## config.mk

```make
export PLATFORM = sky130hd
export DESIGN_NAME = alu_arbiter
export DESIGN_NICKNAME = d
export VERILOG_FILES = /design/src/rtl/alu_arbiter_pkg.sv /design/src/rtl/alu_arbiter_rr_grant.sv /design/src/rtl/alu_arbiter.sv
export SDC_FILE = /design/constraint.sdc
export NUM_CORES = 1
export LEC_CHECK = 0
export CORE_MARGIN = 10
export CORE_UTILIZATION = 38
export CTS_BUF_LIST = sky130_fd_sc_hd__clkbuf_8
export DETAILED_ROUTE_END_ITERATION = 16
export PLACE_DENSITY_LB_ADDON = 0.25
export SYNTH_ARGS = -nofsm -noshare
export SYNTH_HDL_FRONTEND = slang
export SYNTH_SLANG_ARGS = --single-unit
```

## constraint.sdc

```tcl
create_clock -name clk -period 2 [get_ports clk]
set_input_delay 0.2 -clock clk [delete_from_list [all_inputs] [get_ports clk]]
set_output_delay 0.2 -clock clk [all_outputs]
set_load 0.02 [all_outputs]
```

## src/rtl/alu_arbiter_pkg.sv

```systemverilog
// Shared definitions for the ALU arbiter: controller state encoding, ALU op
// codes for requesters and benches, and a pointer-width helper.
package alu_arbiter_pkg;

  typedef enum logic [1:0] {
    ST_IDLE = 2'd0,
    ST_EXEC = 2'd1,
    ST_RESP = 2'd2
  } arb_state_e;

  localparam logic [2:0] ALU_OP_AND = 3'd0;
  localparam logic [2:0] ALU_OP_OR  = 3'd1;
  localparam logic [2:0] ALU_OP_ADD = 3'd2;
  localparam logic [2:0] ALU_OP_SUB = 3'd4;
  localparam logic [2:0] ALU_OP_MUL = 3'd5;
  localparam logic [2:0] ALU_OP_SLT = 3'd6;

  // Index width for n requesters, never narrower than one bit.
  function automatic int idx_width(input int n);
    return (n > 2) ? $clog2(n) : 1;
  endfunction

endpackage

```

## src/rtl/alu_arbiter_rr_grant.sv

```systemverilog
// Combinational one-hot grant: round-robin from ptr by default, or plain
// lowest-index-wins when ALU_ARB_FIXED_PRIO_EN is defined (ptr port removed).
module alu_arbiter_rr_grant
  import alu_arbiter_pkg::*;
#(
  parameter int NREQ = 2,
  localparam int PW  = idx_width(NREQ)
) (
  input  logic [NREQ-1:0] req,
`ifndef ALU_ARB_FIXED_PRIO_EN
  input  logic [PW-1:0]   ptr,
`endif
  output logic [NREQ-1:0] grant
);

`ifdef ALU_ARB_FIXED_PRIO_EN

  always_comb begin
    logic found;
    grant = '0;
    found = 1'b0;
    for (int i = 0; i < NREQ; i++) begin
      if (!found && req[i]) begin
        grant[i] = 1'b1;
        found    = 1'b1;
      end
    end
  end

`else

  logic [NREQ-1:0]   req_rot;
  logic [NREQ-1:0]   grant_rot;
  logic [2*NREQ-1:0] grant_dbl;

  // Rotate so ptr sits at bit 0, pick the lowest set bit, then rotate back.
  always_comb begin
    logic found;
    req_rot   = NREQ'({req, req} >> ptr);
    grant_rot = '0;
    found     = 1'b0;
    for (int i = 0; i < NREQ; i++) begin
      if (!found && req_rot[i]) begin
        grant_rot[i] = 1'b1;
        found        = 1'b1;
      end
    end
    grant_dbl = {{NREQ{1'b0}}, grant_rot} << ptr;
    grant     = grant_dbl[NREQ-1:0] | grant_dbl[2*NREQ-1:NREQ];
  end

`endif

endmodule

```

## src/rtl/alu_arbiter.sv

```systemverilog
// Shares one external ALU among NREQ requesters: accept, evaluate, respond.
// Define ALU_ARB_FIXED_PRIO_EN for fixed priority instead of round-robin.
module alu_arbiter
  import alu_arbiter_pkg::*;
#(
  parameter int NREQ  = 2,
  parameter int WIDTH = 32
) (
  input  logic                  clk,
  input  logic                  reset,
  input  logic [NREQ-1:0]       ReqValid,
  output logic [NREQ-1:0]       ReqReady,
  input  logic [NREQ*WIDTH-1:0] ReqSrcA,
  input  logic [NREQ*WIDTH-1:0] ReqSrcB,
  input  logic [NREQ*3-1:0]     ReqALUControl,
  output logic [NREQ-1:0]       RspValid,
  input  logic [NREQ-1:0]       RspReady,
  output logic [WIDTH-1:0]      RspResult,
  output logic                  RspZero,
  output logic [WIDTH-1:0]      AluSrcA,
  output logic [WIDTH-1:0]      AluSrcB,
  output logic [2:0]            AluControl,
  input  logic [WIDTH-1:0]      AluResult,
  input  logic                  AluZero
);

  localparam int PW = idx_width(NREQ);

  arb_state_e        state_q, state_d;
  logic [NREQ-1:0]   owner_q, owner_d;
  logic [WIDTH-1:0]  src_a_q, src_a_d;
  logic [WIDTH-1:0]  src_b_q, src_b_d;
  logic [2:0]        ctrl_q, ctrl_d;
  logic [WIDTH-1:0]  result_q, result_d;
  logic              zero_q, zero_d;

  logic [NREQ-1:0]   grant;
  logic [WIDTH-1:0]  sel_a, sel_b;
  logic [2:0]        sel_ctrl;

`ifdef ALU_ARB_FIXED_PRIO_EN
  alu_arbiter_rr_grant #(.NREQ(NREQ)) u_grant (
    .req   (ReqValid),
    .grant (grant)
  );
`else
  logic [PW-1:0] ptr_q, ptr_d;

  alu_arbiter_rr_grant #(.NREQ(NREQ)) u_grant (
    .req   (ReqValid),
    .ptr   (ptr_q),
    .grant (grant)
  );

  always_comb begin
    ptr_d = ptr_q;
    for (int i = 0; i < NREQ; i++) begin
      if (ReqReady[i]) ptr_d = (i == NREQ-1) ? '0 : PW'(i + 1);
    end
  end

  always_ff @(posedge clk) begin
    if (reset) ptr_q <= '0;
    else       ptr_q <= ptr_d;
  end
`endif

  // Accept is gated by reset so nothing is offered while reset is held.
  assign ReqReady = (state_q == ST_IDLE && !reset) ? grant : '0;

  always_comb begin
    sel_a    = '0;
    sel_b    = '0;
    sel_ctrl = '0;
    for (int i = 0; i < NREQ; i++) begin
      if (grant[i]) begin
        sel_a    = ReqSrcA[i*WIDTH +: WIDTH];
        sel_b    = ReqSrcB[i*WIDTH +: WIDTH];
        sel_ctrl = ReqALUControl[i*3 +: 3];
      end
    end
  end

  always_comb begin
    state_d  = state_q;
    owner_d  = owner_q;
    src_a_d  = src_a_q;
    src_b_d  = src_b_q;
    ctrl_d   = ctrl_q;
    result_d = result_q;
    zero_d   = zero_q;
    case (state_q)
      ST_IDLE: begin
        if (|ReqReady) begin
          state_d = ST_EXEC;
          owner_d = grant;
          src_a_d = sel_a;
          src_b_d = sel_b;
          ctrl_d  = sel_ctrl;
        end
      end
      ST_EXEC: begin
        result_d = AluResult;
        zero_d   = AluZero;
        state_d  = ST_RESP;
      end
      ST_RESP: begin
        if (|(RspReady & owner_q)) state_d = ST_IDLE;
      end
      default: state_d = ST_IDLE;
    endcase
  end

  always_ff @(posedge clk) begin
    if (reset) begin
      state_q  <= ST_IDLE;
      owner_q  <= '0;
      src_a_q  <= '0;
      src_b_q  <= '0;
      ctrl_q   <= '0;
      result_q <= '0;
      zero_q   <= 1'b0;
    end else begin
      state_q  <= state_d;
      owner_q  <= owner_d;
      src_a_q  <= src_a_d;
      src_b_q  <= src_b_d;
      ctrl_q   <= ctrl_d;
      result_q <= result_d;
      zero_q   <= zero_d;
    end
  end

  assign RspValid   = (state_q == ST_RESP) ? owner_q : '0;
  assign RspResult  = result_q;
  assign RspZero    = zero_q;
  assign AluSrcA    = src_a_q;
  assign AluSrcB    = src_b_q;
  assign AluControl = ctrl_q;

endmodule

```

==> results of run 1 <==
[placed cells by master, fill, tap and decap left out, types with 2 or more instances in the layout]
cell type and n:
a211oi_1 47, a211oi_2 20, a21oi_1 103, a32oi_1 67, and3b_1 2, buf_12 3
buf_4 19, clkbuf_8 9, clkdlybuf4s50_1 272, clkinv_2 2, dfxtp_1 105, dlygate4sd2_1 2
inv_6 2, nand2_1 70
[through the flow]
step           instance area (sq um)  hold WS, ns  utilization  setup slack (ns)
2_1_floorplan                   4472       0.3360            -            0.4972
6_report                        7497       0.2547       0.6538            0.1665
3_3_place_gp                    7325       0.4411       0.6387            0.1244
4_1_cts                         7497       0.2329       0.6538            0.1464
5_1_grt                         7497       0.2464       0.6538           0.09736
3_5_place_dp                    7325       0.4459       0.6387            0.1076
[final timing paths]
path           startpoint            to  slack [ns]  cells after the start
max            state_q[1]   RspValid[0]        0.17                      2
min           ReqValid[1]    owner_q[1]        0.25                      3
max reg2reg    state_q[0]    AluSrcA[8]        0.27                      5
min reg2reg  RspResult[0]  RspResult[0]        0.46                      2
[kinds of logic (layout without fill, tap and decap cells)]
kind of cell,count (synthesis),count (layout)
AO/OA/AOI/OAI,240,240
buffers and inverters,67,313
flip-flops,105,105
AND/OR/NAND/NOR,81,81
[layout make-up]
| class | count | area [sq um] |
|---|---|---|
| Clock inverter | 6 | 43.79 |
| Timing Repair Buffer | 297 | 2948 |
| Multi-Input combinational cell | 321 | 2097 |
| Inverter | 1 | 3.754 |
| Clock buffer | 9 | 123.9 |
| Fill cell | 978 | 3970 |
| Sequential cell | 105 | 2102 |
| Tap cell | 143 | 178.9 |
[cell usage after synthesis, types with 2 or more instances]
master and n:
and2_1 2, clkbuf_1 48, a211oi_2 20, clkbuf_2 2, and3b_1 2, buf_2 10
a21oi_1 103, buf_4 2, buf_6 3, a211oi_1 47, nand2_1 70, a32oi_1 67
dfxtp_1 105, nand2b_1 2
[sequential cells by signal, indices dropped and copies added, names as in the netlist]
register    cells
AluControl      3
AluSrcA        32
ptr_q           1
owner_q         2
AluSrcB        32
state_q         2
RspZero         1
RspResult      32
[worst max-delay path, delay by kind of cell, from the launching register on]
family / cells / cell delay, ns
buffers and inverters: 1 / 0.63
flip-flops: 1 / 0.46
AND/OR/NAND/NOR: 1 / 0.19
[metal layers]
metal	part of all wire	GRT usage	up-vias	routed length, microns
met5	0.0010	0	-	18
met3	0.11	0.08255	19	1914
li1	-	-	2367	-
met4	0.014	0.06093	2	258
met2	0.51	0.3676	207	9197
met1	0.36	0.2134	2284	6528
[what timing repair did]
item,in CTS,in global routing
resized for setup,2,0
setup endpoints to repair,2,0
endpoints found under the hold margin,0,0
buffers inserted,1,0
[report_power, final]
group	internal [mW]	leakage (nW)	switching, mW
registers	2.29	0.863	0.113
clock network	0.453	0.0859	0.723
logic	0.875	1.58	0.869
==> results.md, run 1 <==
* Status: completed
* Leak Pwr at 2.530 nW
* Ports at 277
* Total global-route track usage at 0.2043
* Worst min path class: primary input to flip-flop
* CTS Sinks at 105
* Register area share after synthesis at 0.4701
* Initial DRT Pass Iterations at 4
* Root Buffer: clkbuf_8
* Clock Latency Late Sink at 0.36 ns
* Pwr per Cell Area at 709.7 mW/mm^2
* Placed instance count at 866
* Critical path's slowest cell: clkdlybuf4s50_1
* Final Cycle Share at 0.9168
* Share of the synthesized area in the top cell type at 0.4701
* DIE AREA at 0.01651 sq mm
* Via Count at 4,879
* Multiplexer area fraction after synthesis at 0
* Final ANT Viol Nets at 0
* Crit Path Class: flip-flop to output port
* DRC viols at 0
* Async SR Flop Fraction at 0
* Setup crit start kind: flip-flop
* Final WL at 17.92 mm
* Initial antenna violation count at 1
* Critical Path Fanout Max at 6
* Final Max Slew Viols at 0
* First-pass GRT wire length at 27.42 mm
* Final HPWL DP at 13.67 mm
* Distinct cells, synth at 24
* Fin. Hold Viols at 0
* Clk pin slew, worst setup/hold paths at 0.09 ns
* Fin cells at 882
* Slowest stage delay, CP at 0.63 ns
* CTS tree: done
* Crit path time final at 1.834 ns
* Max-slew headroom at 0.2022
* Chip height at 128.5 microns
* Area Overhead vs Synth at 67.66%
* EDFF count, synth at 0
* Syn_nets at 666
* Final Power at 5.321 mW
* Hold buffers post-CTS at 0
* Core area at 0.01147 sq mm
* Nets at 908
* Largest net degree at the start of global routing at 104
* Initial Utilization at 0.3900
* Xor and xnor area share after synthesis at 0
* Worst endpoint required time at 1.80 ns
* Largest family of logic cells by synthesized area: compound AO/OA/AOI/OAI gates
* Synth Area in Adders at 0
* Max VDD drop at 357.1 uV
* Post-Synth Simple-Gate Area at 0.07666
* # port buffers at 276
* Synth Warn # at 0
* Row count at 39
* Synthesized instance count at 493
* Top FF cell, synth: dfxtp_1
* Die width at 128.5 microns
* Vias in the first global route at 5,105
* Fmax at 545.4 MHz
* Synthesized area at 0.004472 sq mm
* Area leader, netlist: dfxtp_1
* Post-synthesis compound-gate area fraction at 0.3870
* Vias per cell at 5.532
* GRT Residual Overflow at 0
* Share of layout cells above drive strength 1 at 0.08660
* Setup TNS at 0 ns
* Critical Path Sink Type: output port
* RSZ-0062 raised after global routing: no
* Max Cap Viol at 0
* RD Place Congestion at 0.7840
* Antenna cells at 0
* Clock skew at 0.01500 ns
* Clock buffer depth at 2
* Crit-path cells: and3b_1 -> clkdlybuf4s50_1
* Syn avg cell area at 9.071 sq um
* Seq cells post-synth at 105
* Top area cells in the synthesized netlist: dfxtp_1 47%, a32oi_1 13%, a21oi_1 12%
* Final Setup Violations at 0
* H-tree depth at 3
* Wire length per cell at 20.31 microns
* Critical Path AT at 1.63 ns
* Num CTS Buffers at 9
* Iter 0 DRT Violations at 314
* Worst Max-Slew Pin Slew at 1.197 ns
(Power assumes the default switching activity.)
==> inputs of run 2 (changes only) <==
Settings changed: GPL_TIMING_DRIVEN set to 0.
==> run 2 against run 1 <==
Compared with the run above: sequential cell count stayed put; combinational power increased by 3%; first-iteration DRC count is 11% lower; fmax down 4.6%; total power up 8.2%; cell count grew 5.1%; setup slack worse by 0.088 ns; highest routed layer is now met4; clock skew is 0.0066 ns lower; global-route usage grew 1.7 points; worst hold slack gained 0.12 ns; non-clock buffer count rose by 44; register-to-register slack lost 0.19 ns.
==> results.md, run 2 (synthesized netlist as in run 1, its figures left out) <==
* Via Count at 5,095
* Worst endpoint required time at 2.27 ns
* # port buffers at 274
* Critical Path Fanout Max at 10
* Final WL at 19.34 mm
* WP buf/inv at 3
* Crit Path Class: flip-flop to flip-flop
* Final Setup Violations at 0
* Initial DRT Pass Iterations at 4
* Initial Utilization at 0.3900
* CTS tree: done
* Setup crit start kind: flip-flop
* Hold depth at 3
* Core area at 0.01147 sq mm
* CTS Sinks at 105
* Worst reg-to-reg setup slack at 0.08 ns
* Worst min path class: primary input to flip-flop
* DIE AREA at 0.01651 sq mm
* RSZ-0062 raised after global routing: no
* Most frequent cells in the layout: 272 x clkdlybuf4s50_1, 104 x dfxtp_1, 103 x a21oi_1, 70 x nand2_1, 67 x a32oi_1
* Final core occ at 0.6694
* Final Max Slew Viols at 0
* Clock Latency Late Sink at 0.36 ns
* Die width at 128.5 microns
* Largest net degree at the start of global routing at 20
* Critical path's slowest cell: dfxtp_1
* DRC viols at 0
* Nets at 952
* Area Overhead vs Synth at 71.66%
* Initial antenna violation count at 0
* Vias in the first global route at 5,409
* Row count at 39
* Final Cycle Share at 0.9607
* Status: completed
* Fin. Hold Viols at 0
* Root Buffer: clkbuf_8
* Slowest stage delay, CP at 0.38 ns
* RD Place Congestion at 0.8773
* Reg-to-Reg Start: state_q[0]
* Pwr per Cell Area at 750.0 mW/mm^2
* Max Cap Viol at 0
* # fillers at 985
* Worst Max-Slew Pin Slew at 0.7031 ns
* Commonest non-fill, non-tap cell in the layout: clkdlybuf4s50_1
* Total global-route track usage at 0.2215
* Hold_sp: AluResult[26]
* Crit-path cells: nor3_4 -> buf_4 -> buf_4 -> clkbuf_1 -> a21oi_1 -> a211oi_1
* Max VDD drop at 443.0 uV
* Reg2reg end: AluSrcB[31]
* Hold buffers post-CTS at 0
* Final HPWL DP at 15.40 mm
* Final ANT Viol Nets at 0
* Max-slew headroom at 0.5313
* GRT Residual Overflow at 0
* Iter 0 DRT Violations at 280
* Share of layout cells above drive strength 1 at 0.07908
* Clock buffer depth at 2
* Critical Path Sink Type: flip-flop
* Num CTS Buffers at 9
* H-tree depth at 3
* CP top delay family: buffers and inverters
* Leak Pwr at 2.582 nW
* Antenna cells at 0
* Critical Path AT at 2.19 ns
* Ports at 277
* FF-to-FF path depth at 6
* Most frequent CP cell: buf_4
* First-pass GRT wire length at 29.36 mm
* Vias per cell at 5.496
* Fin cells at 927
* Wire length per cell at 20.86 microns
* Crit path time final at 1.921 ns
* Chip height at 128.5 microns
* Clock skew at 0.008352 ns
* Fmax at 520.5 MHz
* Hold Path Sink: RspResult[26]
* Clk pin slew, worst setup/hold paths at 0.10 ns
* Placed instance count at 910
## run 2: changes by cell type in the layout (fill, tap and decap cells not counted), sizes merged, moves of 2 or more
cell and change:
inv -2, clkbuf +49, buf -4, bufinv +3, dlygate4sd2 -2
## run 2: worst min-delay path, delay by kind of cell
family	cells	cell delay [ns]
AND/OR/NAND/NOR	1	0.06
buffers and inverters	1	0.39
AO/OA/AOI/OAI	1	0.05
## run 2: cell type report
class                           instances  area, sq um  area share
Clock buffer                            9        123.9     0.01614
Clock inverter                          7        118.9     0.01548
Tap cell                              143        178.9     0.02331
Sequential cell                       105         2103      0.2740
Buffer                                 65        302.8     0.03945
Inverter                                1        3.754   0.0004890
Multi-Input combinational cell        321         2091      0.2724
Timing Repair Buffer                  276         2754      0.3588
## run 2: worst max path at each step
stage	slack, ns	endpoint	cells past startpoint	startpoint
CTS	0.03	ReqReady[0]	5	ReqValid[0]
floorplan	0.50	ReqReady[1]	5	ptr_q
global placement	-0.59	ReqReady[1]	7	ReqValid[0]
finish	0.08	AluSrcB[31]	6	state_q[0]
global route	0.003	AluSrcA[30]	6	state_q[0]
detailed placement	-0.62	ReqReady[1]	7	ReqValid[0]
## run 2: power by group
part | total (mW) | internal, mW | switching [mW]
clock | 1.57 | 0.831 | 0.737
sequential | 2.40 | 2.29 | 0.114
combinational | 1.79 | 0.880 | 0.907
## run 2: layer usage
| metal | global-route usage | routed length (microns) | vias up |
|---|---|---|---|
| li1 | - | - | 2456 |
| met1 | 0.2414 | 7499 | 2370 |
| met2 | 0.3754 | 9377 | 233 |
| met3 | 0.08706 | 1874 | 36 |
| met4 | 0.09404 | 587 | 0 |
| met5 | 0 | 0 | - |
## run 2: repair_timing
action / CTS / global route
endpoints found under the setup margin: 25 / 3
buffers inserted: 2 / 0
cloned: 0 / 0
pin swaps: 1 / 0
resized for setup: 12 / 6
## run 2: metrics by stage
stage	worst slack, ns	instance area (sq um)	power [mW]	hold WS (ns)	setup TNS (ns)
after global routing	0.002803	7676	6.025	0.3542	0
final	0.07866	7676	5.757	0.3741	0
after global placement	-0.5947	7393	4.173	0.4421	-4.071
after floorplan	0.4972	4472	3.274	0.3360	0
after CTS	0.03221	7677	5.794	0.3615	0
after detailed placement	-0.6167	7393	4.216	0.4473	-6.558
